<file path="src/rtl/gray_wptr_full_pkg.sv">
`default_nettype none
// +----------------------------------------------------------------------------+
// | Module   : gray_wptr_full_pkg                                              |
// | Brief    : Shared FIFO pointer helpers (binary <-> Gray conversion).       |
// | Revision : 1.0                                                             |
// +----------------------------------------------------------------------------+
package gray_wptr_full_pkg;

    // Helpers work on a wide container; callers zero-extend and truncate.
    localparam int c_PTR_MAX_W = 32;

    function automatic logic [c_PTR_MAX_W-1:0] bin2gray(input logic [c_PTR_MAX_W-1:0] bin);
        return bin ^ (bin >> 1);
    endfunction

    // Prefix XOR from the MSB down; leading zeros leave the result unaffected.
    function automatic logic [c_PTR_MAX_W-1:0] gray2bin(input logic [c_PTR_MAX_W-1:0] gray);
        logic [c_PTR_MAX_W-1:0] bin;
        bin[c_PTR_MAX_W-1] = gray[c_PTR_MAX_W-1];
        for (int i = c_PTR_MAX_W - 2; i >= 0; i--) begin
            bin[i] = bin[i+1] ^ gray[i];
        end
        return bin;
    endfunction

endpackage
`default_nettype wire

</file>
<file path="src/rtl/gray_wptr_full.sv">
`default_nettype none
// +----------------------------------------------------------------------------+
// | Module   : gray_wptr_full                                                  |
// | Brief    : Async-FIFO write pointer, Gray pointer, full/level/overflow.    |
// | Revision : 1.0                                                             |
// +----------------------------------------------------------------------------+
module gray_wptr_full
    import gray_wptr_full_pkg::*;
#(
    parameter int ASIZE        = 3,
    parameter int AFULL_THRESH = 6
) (
    input  logic             src_clk,
    input  logic             in_reset,
    input  logic             winc,
    input  logic [ASIZE:0]   rptr_sync,
    output logic [ASIZE-1:0] waddr,
    output logic [ASIZE:0]   wptr,
    output logic             wfull,
    output logic             walmost_full,
    output logic [ASIZE:0]   wlevel,
    output logic             woverflow
);

    localparam int             c_PW     = ASIZE + 1;
    localparam logic [ASIZE:0] c_AFULL  = c_PW'(AFULL_THRESH);

    logic [ASIZE:0] r_wbin;
    logic [ASIZE:0] r_wptr;
    logic           r_wfull;
    logic           r_walmost_full;
    logic [ASIZE:0] r_wlevel;
    logic           r_woverflow;

    logic           w_accept;
    logic [ASIZE:0] w_wbin_next;
    logic [ASIZE:0] w_wgray_next;
    logic [ASIZE:0] w_rbin;
    logic [ASIZE:0] w_level_next;
    logic [ASIZE:0] w_full_ptr;

    assign w_accept     = winc & ~r_wfull;
    assign w_wbin_next  = r_wbin + {{ASIZE{1'b0}}, w_accept};
    assign w_wgray_next = c_PW'(bin2gray(c_PTR_MAX_W'(w_wbin_next)));
    assign w_rbin       = c_PW'(gray2bin(c_PTR_MAX_W'(rptr_sync)));
    assign w_level_next = w_wbin_next - w_rbin;
    // Full when the write pointer has lapped the read pointer by one full depth.
    assign w_full_ptr   = {~rptr_sync[ASIZE:ASIZE-1], rptr_sync[ASIZE-2:0]};

    always_ff @(posedge src_clk or posedge in_reset) begin
        if (in_reset) begin
            r_wbin         <= '0;
            r_wptr         <= '0;
            r_wfull        <= 1'b0;
            r_walmost_full <= 1'b0;
            r_wlevel       <= '0;
            r_woverflow    <= 1'b0;
        end else begin
            r_wbin         <= w_wbin_next;
            r_wptr         <= w_wgray_next;
            r_wfull        <= (w_wgray_next == w_full_ptr);
            r_walmost_full <= (w_level_next >= c_AFULL);
            r_wlevel       <= w_level_next;
            r_woverflow    <= r_woverflow | (winc & r_wfull);
        end
    end

    assign waddr        = r_wbin[ASIZE-1:0];
    assign wptr         = r_wptr;
    assign wfull        = r_wfull;
    assign walmost_full = r_walmost_full;
    assign wlevel       = r_wlevel;
    assign woverflow    = r_woverflow;

endmodule
`default_nettype wire

</file>
<file path="config.mk">
export PLATFORM = sky130hd
export DESIGN_NAME = gray_wptr_full
export DESIGN_NICKNAME = d
export VERILOG_FILES = /design/src/rtl/gray_wptr_full_pkg.sv /design/src/rtl/gray_wptr_full.sv
export SDC_FILE = /design/constraint.sdc
export NUM_CORES = 1
export LEC_CHECK = 0
export ABC_AREA = 1
export CELL_PAD_IN_SITES_DETAIL_PLACEMENT = 1
export CELL_PAD_IN_SITES_GLOBAL_PLACEMENT = 2
export CORE_MARGIN = 2
export CORE_UTILIZATION = 26
export DETAILED_ROUTE_END_ITERATION = 6
export PLACE_DENSITY = 0.75
export SKIP_CTS_REPAIR_TIMING = 1
export SYNTH_ARGS = -nofsm -noshare
export SYNTH_HDL_FRONTEND = slang
export SYNTH_SLANG_ARGS = --single-unit
</file>
<file path="constraint.sdc">
create_clock -name src_clk -period 2.3 [get_ports src_clk]
set_clock_uncertainty 0.15 [all_clocks]
set_input_delay 0.345 -clock src_clk [delete_from_list [all_inputs] [get_ports src_clk]]
set_output_delay 0.345 -clock src_clk [all_outputs]
set_load 0.05 [all_outputs]
</file>
# == After elaboration in Yosys (flattened, before gate mapping) ==
# Index checks and enable logic that the tools add are counted.
# W data, S select, Z words.
# word_totals
word_cells,19
output_inout_bits,14
ff_bits,15
# classes
n_lt_le_gt_ge,1
n_eq_ne,1
bitwise_logic,9
add_sub_neg,2
# op_table
cell,count
$add A4 B1 Y4,1
$eq A4 B4 Y1,1
$ge A4 B3 Y1 const B,1
$sub A4 B4 Y4,1
$xor A4 B3 Y4,1
$xor A1 B1 Y1,3
$and A1 B1 Y1,2
$not A2 Y2,1
$not A1 Y1,1
$or A1 B1 Y1,1

# == Logic depth before layout (Yosys ltp) ==
# Gate-level depths: netlist of run 1.
# logic_depth
depth_word,5
depth_mapped,13
mapped_depth_nobuf,13

# == Worst setup path before layout of run 1 ==
# Ideal clock, no wire load.
# synth_path
path_kind,flip-flop to flip-flop
startpoint,"register r_wfull, in the netlist wfull"
endpoint,"register r_walmost_full, in the netlist walmost_full"
arrival_ns,2.095
period_less_slack_ns,2.371
setup_ns,0.126
required_time_ns,2.024
stages_incl_launch_ff,9
slack_ns,-0.071
cell_sequence,dfrtp_1 -> nor2_1 -> ha_1 -> ha_1 -> inv_1 -> fa_1 -> xnor2_1 -> nand2_1 -> nand3_1
# synth_between
elab_chain_len,5
# synth_rtl
item,line,rtl
from (decl),gray_wptr_full.sv:30,logic r_wfull;
from (signal assigned),gray_wptr_full.sv:61,r_wfull <= (w_wgray_next == w_full_ptr);
$not A1 Y1,gray_wptr_full.sv:42,assign w_accept = winc & ~r_wfull;
$and A1 B1 Y1,gray_wptr_full.sv:42,
$add A4 B1 Y4,gray_wptr_full.sv:43,"assign w_wbin_next = r_wbin + {{ASIZE{1'b0}}, w_accept};"
via w_wbin_next[1],gray_wptr_full.sv:36,logic [ASIZE:0] w_wbin_next;
$sub A4 B4 Y4,gray_wptr_full.sv:46,assign w_level_next = w_wbin_next - w_rbin;
via w_level_next[2],gray_wptr_full.sv:39,logic [ASIZE:0] w_level_next;
$ge A4 B3 Y1,gray_wptr_full.sv:62,r_walmost_full <= (w_level_next >= c_AFULL);
to (signal assigned),gray_wptr_full.sv:62,
to (decl),gray_wptr_full.sv:31,logic r_walmost_full;
# The timed path passes the listed nets, and every way through them passes these cells.

# == Worst setup path in the final report of run 1 ==
# layout_path
startpoint,input port winc
endpoint,"register r_walmost_full, in the netlist walmost_full"
# layout_between
elab_chain_len,4
# layout_rtl
item,line,rtl
from (decl),gray_wptr_full.sv:15,"input logic winc,"
$and A1 B1 Y1,gray_wptr_full.sv:42,
$add A4 B1 Y4,gray_wptr_full.sv:43,
via w_wbin_next[1],gray_wptr_full.sv:36,
$sub A4 B4 Y4,gray_wptr_full.sv:46,
$ge A4 B3 Y1,gray_wptr_full.sv:62,
# The timed path passes the listed nets, and every way through them passes these cells.

==> flow_summary.yaml, run 1 <==
critical_path:
  worstPathMaxFanout: 4
  end_kind: "register"
  worstPathArrival_ns: 2.18
  worstSetupPathType: "in -> reg"
  critPathLaunchType: "primary input"
  crit_required_ns: 2.31
final_layout:
  design_area_mm2: 0.00118
  ff_latch_area_um2: 352
  drive_gt1_share_pct: 21.9
  final_nets: 142
  layoutNonFillerInstCount: 159
  n_antenna_cell: 0
  nFillCells: 342
  multi_input_area_um2: 398
  fin_util_pct: 42.6
  area_delta_synth_final_pct: 53.7
global_routing:
  grt_first_pass_wirelength_um: 3070
  antenna_found_initial: 0
  grt-ovfl-total: 0
  track_usage_pct: 12.3
  grt_max_degree: 15
  grt_pass1_vias: 686
detailed_routing:
  drc_errors: 0
  drtPass1Iterations: 3
  drt-wirelength-per-cell_um: 11.8
  viasPerCell: 4.52
  drt-total-wl_um: 1880
  ant_nets: 0
  drt_iter0_drc: 11
  vias: 719
sta:
  drv_slew: 0
  max_freq_ghz: 0.461
  finalHoldViolations: 0
  worst_pin_slew_ns: 0.587
  rsz0062_at_grt: "false"
  relSlewSlack_pct: 60.8
  finalWorstSetupSlack_ns: 0.129
  fin_crit_sh_pct: 94.4
  fin_crit_ns: 2.17
  final-setup-viol-count: 0
yosys:
  yosys_register_bits: 14
  yosysSeqAreaShare_pct: 45.5
  syn_area_per_cell_um2: 8.56
  syn_inst: 90
  syn_area_um2: 771
  synth.distinct_cells: 16
  syn_nets: 103
  ys_warn_count: 0
floorplanning:
  die_w_um: 58.4
  num_io_pins: 21
  die-area_mm2: 0.00342
  core_region_area_mm2: 0.00278
  initial_core_util_pct: 27.7
  row_count: 19
  dieHeight_um: 58.4
clocking:
  h-tree-depth: 1
  insertion_delay_ns: 0.28
  ctsRootBufferMaster: "clkbuf_4"
  cts_max_path_buffers: 2
  clock-sinks: 14
  cts_buffers: 3
  path_clk_slew_ns: 0.09
  cts_tree: "built"
placement:
  dp_hpwl_um: 1560
  port_buffers: 20
  place_inst: 155
  detailedPlace.worstSlack_ns: -0.320
  gp_congestion: 0.731
  place_area_mm2: 0.00112
outcome:
  status: "finished clean"
min_path:
  hp-class: "in -> async"
run:
  cap_viol_max_count: 0
## layout by cell type (no fill, tap or decap), types with 3 or more instances in the layout
cell,n
nor2_1,3
nand2_2,3
clkbuf_4,3
nand2_1,24
nand3_1,15
clkdlybuf4s50_1,18
inv_1,16
buf_4,14
dfrtp_1,13
## flip-flops by register name (all words and copies together), names as in the netlist
register	flops
r_wbin	4
wlevel	4
wptr	3
walmost_full	1
wfull	1
woverflow	1
## cell usage after synthesis
| library cell | n | area, um2 |
|---|---|---|
| xnor2_2 | 1 | 16.3 |
| nand4_1 | 2 | 12.5 |
| inv_1 | 16 | 60.1 |
| dfrtp_1 | 14 | 350 |
| xor2_1 | 1 | 8.76 |
| nand2_2 | 3 | 18.8 |
| nand3_1 | 15 | 75.1 |
| nand3b_1 | 1 | 7.51 |
| xor2_2 | 1 | 16.3 |
| ha_1 | 5 | 62.6 |
| a21o_1 | 1 | 7.51 |
| nand2_1 | 24 | 90.1 |
| fa_1 | 1 | 20.0 |
| xnor2_1 | 1 | 8.76 |
| o21ai_0 | 1 | 5.00 |
| nor2_1 | 3 | 11.3 |
## routing by layer
layer  share of wire [%]  GRT usage [%]
met4                0.69           3.99
met5                   0              0
met2                  51           20.2
met3                 4.6           3.08
met1                  44           15.8
## cell families (layout without fill, tap and decap cells)
family,Yosys count,in the layout,share of synthesized area (%)
AO/OA/AOI/OAI,2,2,1.62
XOR/XNOR,4,4,6.50
adder cells (fa/ha/maj),6,6,10.7
buffers and inverters,16,54,7.79
flip-flops,14,14,45.5
AND/OR/NAND/NOR,48,48,27.9
## final timing paths
kind / to / start / cells after the start / slack, ns
worst max-delay path: walmost_full / winc / 12 / 0.13
worst min-delay path: woverflow / in_reset / 2 / 0.27
worst max register to register: walmost_full / wfull / 10 / 0.28
worst min register to register: woverflow / woverflow / 1 / 0.31
max in group asynchronous: wfull / in_reset / 2 / 1.32
min in group src_clk: woverflow / woverflow / 1 / 0.31
## area by class of cell
| cell class | instances | share of cell area, % |
|---|---|---|
| sequential | 14 | 29.7 |
| inverter | 16 | 5.07 |
| tap | 31 | 3.27 |
| multi-input combinational | 60 | 33.6 |
| clock buffer | 4 | 2.22 |
| timing repair buffer | 34 | 26.2 |
## per-stage QoR
stage	hold slack [ns]	setup TNS, ns
2_1_floorplan	0.0842	0
3_3_place_gp	0.287	-1.12
3_5_place_dp	0.297	-1.18
4_1_cts	0.278	-0.0410
5_1_grt	0.302	0
6_report	0.268	0
## worst max-delay path, stage by stage
cell             delay [ns]
clkdlybuf4s50_1        0.48
inv_1                  0.04
nor2_1                 0.10
ha_2                   0.23
ha_4                   0.22
ha_1                   0.29
inv_1                  0.05
nor2_1                 0.03
o21ai_1                0.16
nand2_1                0.07
nand3_1                0.09
nand3_1                0.08
Power of run 1 is left out: the tool's default activity adds up to more than one toggle a clock period on the data nets, which glitch-free logic cannot reach.
==> inputs of run 2 (changes only) <==
CORE_UTILIZATION = 34   (was 26)
DONT_BUFFER_PORTS = 1   (was default)
PLACE_DENSITY = 0.74   (was 0.75)
==> flow_summary.yaml, run 2 (synthesis gave the netlist of run 1 again) <==
outcome:
  status: "finished clean"
global_routing:
  use_met3_pct: 2.59
  track_usage_pct: 14.0
  grt_max_degree: 15
  busiest_layer: "met2"
  gr-usage-met2_pct: 23.9
  grt_first_pass_wirelength_um: 2720
  use_met1_pct: 17.4
  grt_pass1_vias: 606
  grt-ovfl-total: 0
  antenna_found_initial: 0
min_path:
  hold_depth: 1
  hold_start: "winc"
  min_to: "woverflow"
  hp-class: "in -> reg"
sta:
  relSlewSlack_pct: 63.2
  final-setup-viol-count: 0
  finalSetupTns_ns: 0
  rsz0062_at_grt: "false"
  fin_crit_sh_pct: 91.2
  finalWorstSetupSlack_ns: 0.201
  worst_pin_slew_ns: 0.552
  max_freq_ghz: 0.476
  finalHoldViolations: 0
  fin_crit_ns: 2.10
  drv_slew: 0
final_layout:
  layoutNonFillerInstCount: 129
  final_common_cell: "nand2_1"
  final_nets: 115
  area_delta_synth_final_pct: 17.7
  drive_gt1_share_pct: 18.8
  nFillCells: 282
  final_cell_mix: "nand2_1 (24), inv_1 (16), nand3_1 (15)"
  fin_util_pct: 41.8
  n_antenna_cell: 0
floorplanning:
  row_count: 17
  dieHeight_um: 51.6
  die-area_mm2: 0.00266
  die_w_um: 51.6
  initial_core_util_pct: 35.5
  core_region_area_mm2: 0.00217
  num_io_pins: 21
detailed_routing:
  vias: 615
  viasPerCell: 4.77
  drt-total-wl_um: 1600
  drt_iter0_drc: 2
  drc_errors: 0
  drt-wirelength-per-cell_um: 12.4
  drtPass1Iterations: 2
  ant_nets: 0
run:
  cap_viol_max_count: 0
critical_path:
  worstPathMaxFanout: 4
  r2r_end: "walmost_full"
  r2r_cells: 7
  crit_required_ns: 2.36
  r2r-start: "r_wbin[0]"
  crit_buf_inv: 1
  critPathLaunchType: "register"
  end_kind: "register"
  crit_top_cell: "ha_2"
  worstSetupPathType: "reg -> reg"
  slowest_delay_ns: 0.45
  worstPathArrival_ns: 2.16
  critical_path.cell_chain: "ha_2, ha_2, inv_1, fa_1, xnor2_1, nand2_1, nand3_1"
  cp_top_family: "adder cells"
  slowest_stage: "fa_1"
  rrSetupSlack_ns: 0.20
placement:
  dp_hpwl_um: 1290
  place_inst: 124
  detailedPlace.worstSlack_ns: 0.149
  port_buffers: 0
  gp_congestion: 0.715
clocking:
  insertion_delay_ns: 0.28
  cts_max_path_buffers: 2
  cts_buffers: 3
  path_clk_slew_ns: 0.08
  ctsRootBufferMaster: "clkbuf_4"
  h-tree-depth: 1
  cts_tree: "built"
  clock-sinks: 14
-- run 2: final cells by class --
class / instances / area [um2] / share of cell area (%)
well taps: 28 / 35.0 / 3.86
repair buffers: 7 / 55.1 / 6.07
inverters: 16 / 60.1 / 6.62
flip-flops and latches: 14 / 352 / 38.8
multi-input cells: 60 / 369 / 40.7
clock buffers: 4 / 36.3 / 4.00
-- run 2: worst max path at each step --
stage	start	to	slack (ns)	depth (start not counted)
2_1_floorplan	r_wbin[0]	walmost_full	0.01	7
3_3_place_gp	wfull	walmost_full	0.15	11
3_5_place_dp	winc	walmost_full	0.15	9
4_1_cts	wfull	walmost_full	0.10	11
5_1_grt	wfull	walmost_full	0.03	10
6_report	r_wbin[0]	walmost_full	0.20	7
-- run 2: through the flow --
step | cell area (um2) | hold WS, ns
final | 907 | 0.0411
after global routing | 907 | 0.0289
after CTS | 888 | -0.144
after detailed placement | 852 | 0.163
after global placement | 852 | 0.149
after floorplan | 772 | 0.0842
-- run 2: layer usage --
metal,up-vias,wire [um]
li1,303,-
met1,296,729
met2,12,790
met3,4,48
met4,0,29
met5,-,0
Power of run 2 is left out for the same reason.
==> inputs of run 3 (changes only) <==
ABC_AREA = 0   (was 1)
CORE_UTILIZATION = 37   (was 34)
PLACE_DENSITY = 0.73   (was 0.74)
clock period = 2.25 ns   (was 2.3 ns; I/O delays follow)
==> flow_summary.yaml, run 3 <==
outcome:
  status: "finished clean"
global_routing:
  use_met1_pct: 17.4
  grt_first_pass_wirelength_um: 2070
  busiest_layer: "met2"
  grt-ovfl-total: 0
  grt_max_degree: 15
  grt_pass1_vias: 433
  antenna_found_initial: 0
  gr-usage-met2_pct: 23.3
  track_usage_pct: 14.7
  use_met3_pct: 2.35
yosys:
  synth_commonest_cells: "dfrtp_1 (14), inv_1 (7), ha_1 (5), xnor2_1 (5), xor2_1 (5)"
  synth-edff-count: 0
  syn_nets: 65
  syn_inst: 52
  syn_area_um2: 673
  muxShareOfSynthArea_pct: 0
  synth_top_family_by_area: "XOR/XNOR gates"
  synth-compound-area-share_pct: 4.83
  synth_area_leaders: "dfrtp_1 (52%), ha_1 (9.3%), xnor2_1 (6.5%), xor2_1 (6.5%), xor2_2 (4.8%)"
  synth.distinct_cells: 16
  syn_area_per_cell_um2: 12.9
  synthSimpleGateAreaFrac_pct: 5.58
  async_flop_share_pct: 100
  synthXorXnorAreaFrac_pct: 21.4
  yosys_register_bits: 14
  yosys.area_share.adder_pct: 12.3
  synth-main-ff-cell: "dfrtp_1"
  synth_most_common_cell: "dfrtp_1"
  yosysTopAreaCell: "dfrtp_1"
  synth_top_area_share_pct: 52.0
  yosysSeqAreaShare_pct: 52.0
  ys_warn_count: 0
sta:
  final-setup-viol-count: 0
  finalSetupTns_ns: 0
  fin_crit_sh_pct: 95.6
  finalHoldViolations: 0
  drv_slew: 0
  worst_pin_slew_ns: 0.509
  fin_crit_ns: 2.15
  relSlewSlack_pct: 66.0
  rsz0062_at_grt: "false"
  max_freq_ghz: 0.465
detailed_routing:
  drtPass1Iterations: 1
  drt-total-wl_um: 1260
  drc_errors: 0
  ant_nets: 0
  drt_iter0_drc: 0
  drt-wirelength-per-cell_um: 13.4
  viasPerCell: 4.54
  vias: 427
min_path:
  min_to: "woverflow"
  hold_depth: 1
  hp-class: "in -> reg"
  hold_start: "winc"
floorplanning:
  core_region_area_mm2: 0.00173
  initial_core_util_pct: 39.0
  dieHeight_um: 46.7
  row_count: 15
  die_w_um: 46.7
  die-area_mm2: 0.00218
  num_io_pins: 21
critical_path:
  r2r_cells: 9
  crit_top_cell: "ha_4"
  worstPathArrival_ns: 2.17
  end_kind: "register"
  worstPathMaxFanout: 3
  slowest_stage: "dfrtp_2"
  crit_required_ns: 2.27
  r2r-start: "wfull"
  rrSetupSlack_ns: 0.1
  critical_path.cell_chain: "nor2b_2, ha_2, ha_4, xor2_4, ha_4, a21oi_2, o21ai_1, xor3_1, a21o_1"
  slowest_delay_ns: 0.41
  critPathLaunchType: "register"
  worstSetupPathType: "reg -> reg"
  r2r_end: "walmost_full"
placement:
  gp_congestion: 0.693
  dp_hpwl_um: 1040
  port_buffers: 0
final_layout:
  n_antenna_cell: 0
  drive_gt1_share_pct: 36.2
  final_nets: 83
  area_delta_synth_final_pct: 32.0
  final_cell_mix: "buf_4 (12), dfrtp_1 (12), inv_1 (7)"
run:
  cap_viol_max_count: 0
clocking:
  ctsRootBufferMaster: "clkbuf_4"
  insertion_delay_ns: 0.28
  cts_buffers: 3
  clock-sinks: 14
  path_clk_slew_ns: 0.09
  cts_tree: "built"
  cts_max_path_buffers: 2
  h-tree-depth: 1
[run 3: changes by cell type after synthesis, sizes merged, moves of 2 or more]
cell / delta
nand3: -12
xnor2: +3
xor2: +5
nand2: -26
nand4: -2
inv: -9
nor2: -3
or3: +2
[run 3: cells by family after synthesis]
logic type / after synthesis
flip-flops: 14
buffers and inverters: 7
AO/OA/AOI/OAI: 5
XOR/XNOR: 13
AND/OR/NAND/NOR: 7
adder cells (fa/ha/maj): 6
[run 3: area by class of cell]
cell class              instances  area, um2
multi-input cells              31        342
fillers                       197        838
repair buffers                 13        100
well taps                      25       31.3
clock buffers                   4       36.3
flip-flops and latches         14        353
inverters                       7       26.3
[run 3: how the worst max path moves through the flow]
stage	startpoint	slack (ns)	cells after the start	to
final	wfull	0.1	9	walmost_full
after global routing	wfull	0.02	9	walmost_full
after CTS	wfull	-0.04	9	walmost_full
after detailed placement	winc	-0.03	9	walmost_full
after global placement	winc	-0.04	9	walmost_full
after floorplan	wfull	-0.09	9	walmost_full
[run 3: per-layer routing]
layer  share of wire [%]  wire length [um]  vias up
met5                   0                 0        -
met1                  42               527      206
met2                  50               627       15
met4                 4.1                51        0
li1                    -                 -      202
met3                 4.1                52        4
[run 3: metrics by stage]
step / utilization [%] / instances / worst slack (ns) / hold slack [ns] / cell area, um2
6_report: 51.4 / 94 / 0.0994 / 0.0462 / 888
5_1_grt: 51.4 / 94 / 0.0163 / 0.0254 / 888
4_1_cts: 49.8 / 93 / -0.0420 / -0.168 / 860
3_5_place_dp: 47.7 / 89 / -0.0267 / 0.142 / 823
3_3_place_gp: 47.7 / 89 / -0.0353 / 0.128 / 823
2_1_floorplan: - / 52 / -0.0882 / 0.0766 / 702
[run 3: worst max-delay path: cells and delay by family, from the launching register on]
family | cells | cell delay (ns)
fa+ha+maj | 3 | 0.59
xor+xnor | 2 | 0.42
flops | 1 | 0.41
compound gates | 3 | 0.36
simple gates | 1 | 0.11
Power of run 3 is left out for the same reason.
